**src/rtl/baud_gen_frac.sv**
```systemverilog
// Fractional-N baud generator: oversample and bit ticks derived from an integer
// plus fractional divisor, with start-bit phase realignment for a UART receiver.

module baud_gen_frac_chk #(
  parameter int OSR_W = 4
) (
  input logic             clk,
  input logic             rst,
  input logic             os_tick,
  input logic             bit_tick,
  input logic             active,
  input logic             cfg_err,
  input logic [OSR_W-1:0] phase
);

  // Tick and status relationships that must hold in every cycle out of reset.
  a_bit_implies_os: assert property (@(posedge clk) disable iff (!rst) bit_tick |-> os_tick);
  a_os_needs_run:   assert property (@(posedge clk) disable iff (!rst) os_tick |-> active);
  a_os_single:      assert property (@(posedge clk) disable iff (!rst) os_tick |=> !os_tick);
  a_status_excl:    assert property (@(posedge clk) disable iff (!rst) active |-> !cfg_err);
  a_phase_known:    assert property (@(posedge clk) disable iff (!rst) !$isunknown(phase));

endmodule

module baud_gen_frac #(
  parameter  int CNT_W  = 16,
  parameter  int FRAC_W = 4,
  parameter  int OSR    = 16,
  localparam int OSR_W  = $clog2(OSR)
) (
  input  logic              CLK,
  input  logic              RST,
  input  logic              SET,
  input  logic [CNT_W-1:0]  DIV_INT,
  input  logic [FRAC_W-1:0] DIV_FRAC,
  input  logic              EN,
  input  logic              RESYNC,
  output logic              OS_TICK,
  output logic              BIT_TICK,
  output logic [OSR_W-1:0]  OS_PHASE,
  output logic              ACTIVE,
  output logic              CFG_ERR
);

  typedef enum logic [0:0] {
    ST_IDLE = 1'b0,
    ST_RUN  = 1'b1
  } state_t;

  state_t              state_r,      state_s;
  logic [CNT_W-1:0]    div_int_r,    div_int_s;
  logic [FRAC_W-1:0]   div_frac_r,   div_frac_s;
  logic [CNT_W:0]      cnt_r,        cnt_s;
  logic [FRAC_W-1:0]   acc_r,        acc_s;
  logic                carry_r,      carry_s;
  logic [OSR_W-1:0]    phase_r,      phase_s;
  logic                cfg_err_r,    cfg_err_s;

  logic [CNT_W:0]      lim_s;
  logic                wrap_s;
  logic                fire_s;
  logic                phase_last_s;
  logic [FRAC_W:0]     sum_s;

  // Period limit is one wider than the divisor so DIV_INT = max plus carry cannot wrap.
  always_comb begin
    lim_s        = {1'b0, div_int_r} + {{CNT_W{1'b0}}, carry_r};
    wrap_s       = (cnt_r == (lim_s - {{CNT_W{1'b0}}, 1'b1}));
    sum_s        = {1'b0, acc_r} + {1'b0, div_frac_r};
    phase_last_s = (phase_r == OSR_W'(OSR - 1));
    fire_s       = (state_r == ST_RUN) && EN && !RESYNC && !SET && wrap_s;
  end

  // Next-state and datapath update; SET outranks RESYNC, which outranks EN.
  always_comb begin
    state_s    = state_r;
    div_int_s  = div_int_r;
    div_frac_s = div_frac_r;
    cnt_s      = cnt_r;
    acc_s      = acc_r;
    carry_s    = carry_r;
    phase_s    = phase_r;
    cfg_err_s  = cfg_err_r;
    if (SET) begin
      div_int_s  = DIV_INT;
      div_frac_s = DIV_FRAC;
      cnt_s      = {(CNT_W+1){1'b0}};
      acc_s      = {FRAC_W{1'b0}};
      carry_s    = 1'b0;
      phase_s    = {OSR_W{1'b0}};
      if (DIV_INT < CNT_W'(2)) begin
        state_s   = ST_IDLE;
        cfg_err_s = 1'b1;
      end else begin
        state_s   = ST_RUN;
        cfg_err_s = 1'b0;
      end
    end else begin
      case (state_r)
        ST_RUN: begin
          if (RESYNC) begin
            cnt_s   = {(CNT_W+1){1'b0}};
            acc_s   = {FRAC_W{1'b0}};
            carry_s = 1'b0;
            phase_s = OSR_W'(OSR / 2);
          end else if (EN) begin
            if (wrap_s) begin
              cnt_s            = {(CNT_W+1){1'b0}};
              {carry_s, acc_s} = sum_s;
              if (phase_last_s) begin
                phase_s = {OSR_W{1'b0}};
              end else begin
                phase_s = phase_r + OSR_W'(1);
              end
            end else begin
              cnt_s = cnt_r + {{CNT_W{1'b0}}, 1'b1};
            end
          end else begin
            cnt_s = cnt_r;
          end
        end
        ST_IDLE: begin
          state_s = ST_IDLE;
        end
        default: begin
          state_s = ST_IDLE;
        end
      endcase
    end
  end

  // State register with asynchronous active-low clear.
  always_ff @(posedge CLK or negedge RST) begin
    if (!RST) begin
      state_r    <= ST_IDLE;
      div_int_r  <= {CNT_W{1'b0}};
      div_frac_r <= {FRAC_W{1'b0}};
      cnt_r      <= {(CNT_W+1){1'b0}};
      acc_r      <= {FRAC_W{1'b0}};
      carry_r    <= 1'b0;
      phase_r    <= {OSR_W{1'b0}};
      cfg_err_r  <= 1'b0;
    end else begin
      state_r    <= state_s;
      div_int_r  <= div_int_s;
      div_frac_r <= div_frac_s;
      cnt_r      <= cnt_s;
      acc_r      <= acc_s;
      carry_r    <= carry_s;
      phase_r    <= phase_s;
      cfg_err_r  <= cfg_err_s;
    end
  end

  // Ticks decode registered state; inputs can only suppress them.
  assign OS_TICK  = fire_s;
  assign BIT_TICK = fire_s & phase_last_s;
  assign OS_PHASE = phase_r;
  assign ACTIVE   = (state_r == ST_RUN);
  assign CFG_ERR  = cfg_err_r;

  baud_gen_frac_chk #(
    .OSR_W (OSR_W)
  ) u_chk (
    .clk      (CLK),
    .rst      (RST),
    .os_tick  (OS_TICK),
    .bit_tick (BIT_TICK),
    .active   (ACTIVE),
    .cfg_err  (CFG_ERR),
    .phase    (OS_PHASE)
  );

endmodule
```
**config.mk**
```make
export PLATFORM = sky130hd
export DESIGN_NAME = baud_gen_frac
export DESIGN_NICKNAME = d
export VERILOG_FILES = /design/src/rtl/baud_gen_frac.sv
export SDC_FILE = /design/constraint.sdc
export NUM_CORES = 1
export LEC_CHECK = 0
export CORE_MARGIN = 1
export CORE_UTILIZATION = 50
export DETAILED_ROUTE_END_ITERATION = 8
export GPL_TIMING_DRIVEN = 1
export PLACE_DENSITY = 0.8
export SKIP_LAST_GASP = 1
export SYNTH_ARGS = -nofsm -noshare
export SYNTH_HDL_FRONTEND = slang
export SYNTH_SLANG_ARGS = --single-unit
```
**constraint.sdc**
```tcl
create_clock -name CLK -period 3.85 [get_ports CLK]
set_input_delay 1.155 -clock CLK [delete_from_list [all_inputs] [get_ports CLK]]
set_output_delay 1.155 -clock CLK [all_outputs]
set_load 0.01 [all_outputs]
```
==> After elaboration in Yosys (flattened, before gate mapping) <==
Index checks and enable logic that the tools add are counted.
{ "word_totals": {"word_cells": 53, "ff_bits": 48, "output_inout_bits": 8, "in_bits": 25} }
{ "op_classes": {"n_addsub": 5, "n_eq_ne": 2, "mux": 25, "magnitude_cmp": 1, "n_reduce_logical": 11, "bitwise_logic": 1} }
{ "op_table": {"columns": ["operator", "n"], "rows": [
  ["17-bit 2-to-1 mux", 5],
  ["4-bit 2-to-1 mux", 11],
  ["16-bit by 1-bit adder with 17-bit output", 1],
  ["17-bit by 1-bit adder with 17-bit output, second input constant", 1],
  ["17-bit == test", 1],
  ["17-bit by 1-bit subtractor with 17-bit output, second input constant", 1],
  ["16-bit by 2-bit less-than comparator with 1-bit output, second input constant", 1],
  ["1-bit 2-to-1 mux", 9],
  ["3-bit nonzero test", 2],
  ["4-bit by 4-bit adder with 5-bit output", 1],
  ["4-bit by 1-bit adder with 4-bit output, second input constant", 1],
  ["4-bit == test, second input constant", 1],
  ["1-bit logical AND", 4],
  ["3-bit AND reduction", 1],
  ["1-bit logical NOT", 2],
  ["2-bit AND reduction", 1],
  ["2-bit nonzero test", 1],
  ["1-bit AND", 1]
]} }

==> Longest topological paths before layout <==
Gate-level depths: netlist (run 1).
{ "logic_depth": {"ltp_word": 8, "mapped_depth": 11, "depth_no_buf": 10} }

==> Least setup slack after synthesis (run 1) <==
OpenSTA, ideal clock, no wires.
{ "synth_timing": {"path_type": "reg2out", "start": "register div_int_r[0]", "end": "output port BIT_TICK", "n_path_buf": 0, "arrival_time_ns": 2.791, "path_stages_with_launch": 11, "path_slack_ns": -0.096, "required_time_ns": 2.695, "cell_sequence": "dfrtp_1 > inv_1 > ha_1 > ha_1 > or3b_2 > or4b_1 > o32ai_2 > nor2_1 > nor3_1 > nand3_1 > nor2_1"} }
{ "synth_via": {"elab_chain_cells": 5} }
{ "synth_lines": {"columns": ["item", "line_no", "rtl"], "rows": [
  ["from (decl)", "51", "logic [CNT_W-1:0] div_int_r, div_int_s;"],
  ["from (signal assigned)", "136", "div_int_r <= {CNT_W{1'b0}};"],
  ["from (signal assigned)", "145", "div_int_r <= div_int_s;"],
  ["16-bit by 1-bit adder with 17-bit output", "67", "lim_s = {1'b0, div_int_r} + {{CNT_W{1'b0}}, carry_r};"],
  ["17-bit by 1-bit subtractor with 17-bit output", "68", "wrap_s = (cnt_r == (lim_s - {{CNT_W{1'b0}}, 1'b1}));"],
  ["17-bit == test", "68", null],
  ["1-bit logical AND", "71", "fire_s = (state_r == ST_RUN) && EN && !RESYNC && !SET && wrap_s;"],
  ["1-bit AND", "157", "assign BIT_TICK = fire_s & phase_last_s;"],
  ["to (decl)", "39", "output logic BIT_TICK,"]
]} }
Every way passes these cells.

==> Worst setup path in the final report (run 1) <==
{ "layout_timing": {"start": "register carry_r", "end": "output port BIT_TICK"} }
{ "layout_via": {"elab_chain_cells": 5} }
{ "layout_lines": {"columns": ["item", "line_no", "rtl"], "rows": [
  ["from (decl)", "55", "logic carry_r, carry_s;"],
  ["from (signal assigned)", "149", "carry_r <= carry_s;"],
  ["16-bit by 1-bit adder with 17-bit output", "67", null],
  ["17-bit by 1-bit subtractor with 17-bit output", "68", null],
  ["17-bit == test", "68", null],
  ["1-bit logical AND", "71", null],
  ["1-bit AND", "157", null]
]} }
Every way passes these cells.

==> results of run 1 <==
cells by family (layout without fill, tap and decap cells):
family | count (synthesis) | in the layout | synth area share (%)
and+or+nand+nor | 142 | 142 | 26.46
AOI/OAI and AO/OA | 60 | 60 | 13.67
DFF | 48 | 48 | 38.60
xor gates and xnor gates | 27 | 27 | 7.600
buffers and inverters | 25 | 99 | 3.659
muxes | 17 | 17 | 6.152
adders and majority gates | 9 | 9 | 3.860
state kept, by name, summed over array words and instances, names as in the netlist:
| name | cells |
|---|---|
| carry_r | 1 |
| acc_r | 4 |
| div_int_r | 16 |
| div_frac_r | 4 |
| cnt_r | 17 |
| ACTIVE | 1 |
| CFG_ERR | 1 |
| OS_PHASE | 4 |
how the worst max path moves through the flow:
stage / slack (ns) / to / startpoint / depth (start not counted)
after floorplan: 0.04 / BIT_TICK / div_int_r[0] / 10
after global placement: -0.35 / BIT_TICK / carry_r / 11
after detailed placement: -0.42 / BIT_TICK / div_int_r[0] / 11
after CTS: -0.04 / BIT_TICK / carry_r / 11
after global routing: -0.20 / BIT_TICK / carry_r / 11
final: -0.06 / BIT_TICK / carry_r / 11
layer usage:
metal  vias to the layer above  GRT usage (%)  wire length, um
met5                         -              0                0
met4                         0          13.57              267
met3                        26          5.843              486
met2                       111          45.71             4295
met1                      1433          35.14             3476
li1                       1363              -                -
power by group through the flow:
stage | clock network [mW] | logic [mW] | registers [mW]
4_1_cts | 0.320 | 0.262 | 0.547
3_3_place_gp | 0 | 0.232 | 0.555
6_report | 0.314 | 0.275 | 0.548
5_1_grt | 0.342 | 0.297 | 0.552
3_5_place_dp | 0 | 0.241 | 0.556
2_1_floorplan | 0 | 0.123 | 0.561
repair_timing:
action / 4_1_cts / 5_1_grt
pin swaps: 8 / 2
resized for setup: 22 / 8
endpoints found under the setup margin: 2 / 2
setup buffers: 8 / 4
cloned: 0 / 0
hold endpoints to repair: 0 / 0
cell type report:
cell class | instances | share of cell area (%)
Clock inverter | 3 | 0.5913
Sequential cell | 48 | 29.88
Multi-Input combinational cell | 255 | 47.81
Timing Repair Buffer | 81 | 16.74
Tap cell | 75 | 2.334
Clock buffer | 5 | 1.712
Inverter | 10 | 0.9337
Yosys cell counts, types with 8 or more instances:
master	n
dfrtp_1	48
ha_1	8
inv_1	10
mux2_2	17
nand2_1	24
nand3_1	15
nor2_1	18
nor3_1	16
nor4_1	9
o21ai_0	9
xnor2_1	15
xor2_1	12
placed cells by master (no fill, tap or decap), drive strengths merged, types with 3 or more instances in the layout:
| cell | netlist | final |
|---|---|---|
| clkbuf | 6 | 5 |
| nand4 | 7 | 7 |
| or2 | 3 | 3 |
| or3 | 7 | 7 |
| a31oi | 5 | 5 |
| nor2b | 5 | 5 |
| and3 | 3 | 3 |
| buf | 9 | 52 |
| nand4b | 4 | 4 |
| or4b | 3 | 3 |
| o21ai | 16 | 16 |
| mux2 | 17 | 17 |
| nor2 | 19 | 19 |
| o22ai | 3 | 3 |
| and2 | 3 | 3 |
| o21a | 3 | 3 |
| nand3 | 15 | 15 |
| nor4 | 10 | 10 |
| dfrtp | 48 | 48 |
| or4 | 6 | 6 |
| nand2 | 24 | 24 |
| nor3 | 16 | 16 |
| nor4b | 3 | 3 |
| a21o | 3 | 3 |
| nor3b | 3 | 3 |
| nand2b | 5 | 5 |
| xor2 | 12 | 12 |
| xnor2 | 15 | 15 |
| ha | 8 | 8 |
| a21oi | 7 | 7 |
| inv | 10 | 10 |
| clkdlybuf4s50 | 0 | 29 |
| o211ai | 8 | 8 |
stage by stage:
step	util, %	area [sq um]	hold slack [ns]
finish	67.50	4020	0.5225
global placement	62.71	3735	0.5001
global route	67.50	4020	0.5555
floorplan	-	3124	0.4875
detailed placement	62.71	3735	0.5068
CTS	66.28	3948	0.5302
==> summary.log, run 1 <==
qor: placed_design.dp_cells 457
qor: clocking.tritoncts.num_buffers 5
qor: placed_design.preCtsSetupSlack -0.4190 ns
qor: grt.grt_pass1_wl 13750 um
qor: setup_path.crit_arrival 2.75 ns
qor: synthesis.syn_avg_cell_area 9.487 sq um
qor: floorplan.die-width 80.89 um
qor: drt.num_vias 2933
qor: final_layout.register_area 1201 sq um
qor: final_layout.final_layout_size_suffix_gt1_share 27.11%
qor: run.max_cap_viol_count 0
qor: setup_path.max_stage_delay 0.56 ns
qor: timing.timing.max_slew.rel_slack 28.32%
qor: setup_path.cpLargestDelayFamily simple AND/OR/NAND/NOR gates
qor: pwr.power.clock.fraction 27.6%
qor: synthesis.synth.cell_area 3112 sq um
qor: min_path.hold_path.class flip-flop to flip-flop
qor: synthesis.post_synth_num_cell_types 59
qor: floorplan.height_of_the_chip 80.89 um
qor: setup_path.worst_setup_path_end_kind output pin
qor: synthesis.post-synth-top-area-cell dfrtp_1
qor: pwr.power.share.combinational 24.2%
qor: setup_path.reg2reg_setup_slack 0.14 ns
qor: floorplan.die-area 6543 sq um
qor: setup_path.criticalPathCategory flip-flop to output pin
qor: grt.maximum_number_of_pins_on_one_net_before_global_route_repair 49
qor: grt.total_routing_usage_reported_by_global_routing 27.99%
qor: placed_design.port_buffers 32
qor: timing.timing_worst_slew_pin_value 1.075 ns
qor: setup_path.required 2.69 ns
qor: grt.initial_antenna_violation_count 0
qor: pwr.seq_power_share 48.2%
qor: floorplan.rows 28
qor: drt.wl_per_cell 17.88 um
qor: final_layout.multi_input_area 1922 sq um
qor: timing.final.min_clock_period 3.907 ns
qor: clocking.clk-insertion-delay-late 0.31 ns
qor: synthesis.synthFlopType dfrtp_1
qor: pwr.power.internal 794.7 uW
qor: pwr.netSwitchingFraction 30.12%
qor: synthesis.synth.top_cell.area_share 38.60%
qor: pwr.overall_power_consumption 1.137 mW
qor: setup_path.r2r_end cnt_r[11]
qor: pwr.p_leak 1.645 nW
qor: pwr.power.net_switching 342.6 uW
qor: synthesis.seq_area_frac_synth 38.60%
qor: clocking.clock_sinks 48
qor: clocking.cts_htree_levels 2
qor: clocking.tritoncts_clock_tree done
qor: timing.layout_worst_path_cycle_share 101.5%
qor: outcome.violations setup timing
qor: synthesis.synth.top_cells.by_area dfrtp_1 (39%), mux2_2 (6.2%), xnor2_1 (4.2%)
qor: timing.fin_ws -0.05734 ns
qor: clocking.clk_pin_slew 0.10 ns
qor: drt.drt_iter0_drc 258
qor: drt.detail_route.first_pass.iterations 4
qor: timing.final.setup.tns -0.09448 ns
qor: pwr.p_per_area 282.9 nW/um^2
qor: final_layout.layout.nets 435
qor: synthesis.synth_nets 362
qor: timing.setup_viol_count_final 2
qor: final_layout.num-fill-cells 446
qor: final_layout.insertedDiodeCount 0
qor: placed_design.place.detailed.hpwl 5981 um
qor: floorplan.start_util 52.25%
qor: clocking.clockRootBuffer clkbuf_8
qor: floorplan.i_o_pins 33
qor: timing.fmax 255.9 MHz
qor: outcome.outcome finished with violations
qor: synthesis.synth_register_bits 48
qor: timing.final.setup_skew 0.01080 ns
qor: setup_path.critical_path.slowest_cell or4b_4
qor: setup_path.largest_fanout_of_any_net_on_the_critical_path 5
qor: setup_path.reg2reg_depth 18
qor: clocking.ctsHoldBuffers 0
qor: grt.first_global_vias 2824
qor: floorplan.placeableCoreArea 5956 sq um
qor: pwr.max-vdd-ir-drop 174.3 uV
qor: timing.number_of_failing_hold_endpoints_at_the_final_stage 0
qor: final_layout.layoutNonFillerInstCount 477
qor: drt.route.detailed.vias_per_inst 6.149
qor: final_layout.layout-area-overhead-vs-synth 29.19%
qor: setup_path.cp_cell_sequence inv_2, ha_4, ha_4, or3b_4, or4b_4, o32ai_4, nor2_2, nor3_2, nand3_2, nor2_2, buf_2
qor: placed_design.gp_routability_congestion 0.8598
qor: synthesis.synth_async_sr_flop_share 100.0%
qor: timing.grt_setup_unrepaired true
qor: setup_path.cp_num_buf_inv 2
qor: synthesis.number_of_synthesized_flops_with_an_enable_pin 0
qor: min_path.hold_path_sink div_frac_r[2]
qor: drt.drtAntennaViolNets 0
qor: synthesis.yosysWarningCount 0
qor: setup_path.start_kind flip-flop
qor: grt.gr-total-overflow 0
qor: drt.routed_wl 8527 um
qor: drt.route.detailed.drc 0
qor: min_path.timing.hold.worst.start div_frac_r[2]
qor: clocking.clk_path_buf_depth 2
qor: timing.maxSlewViolCount 0
qor: setup_path.regToRegStartpoint carry_r
qor: min_path.whs_path_cells 1
qor: synthesis.syn-instance-count 328
Note: power is estimated with default switching activity, not from simulation.
==> run 2: changes to the inputs <==
--- a/config.mk
+++ b/config.mk
@@ -9,6 +9,7 @@
 export CORE_UTILIZATION = 50
 export DETAILED_ROUTE_END_ITERATION = 8
 export GPL_TIMING_DRIVEN = 1
+export HOLD_SLACK_MARGIN = 0.06
 export PLACE_DENSITY = 0.8
 export SKIP_LAST_GASP = 1
 export SYNTH_ARGS = -nofsm -noshare
==> results of run 2 <==
The final DEF is identical to that of run 1; final timing and power are the same.
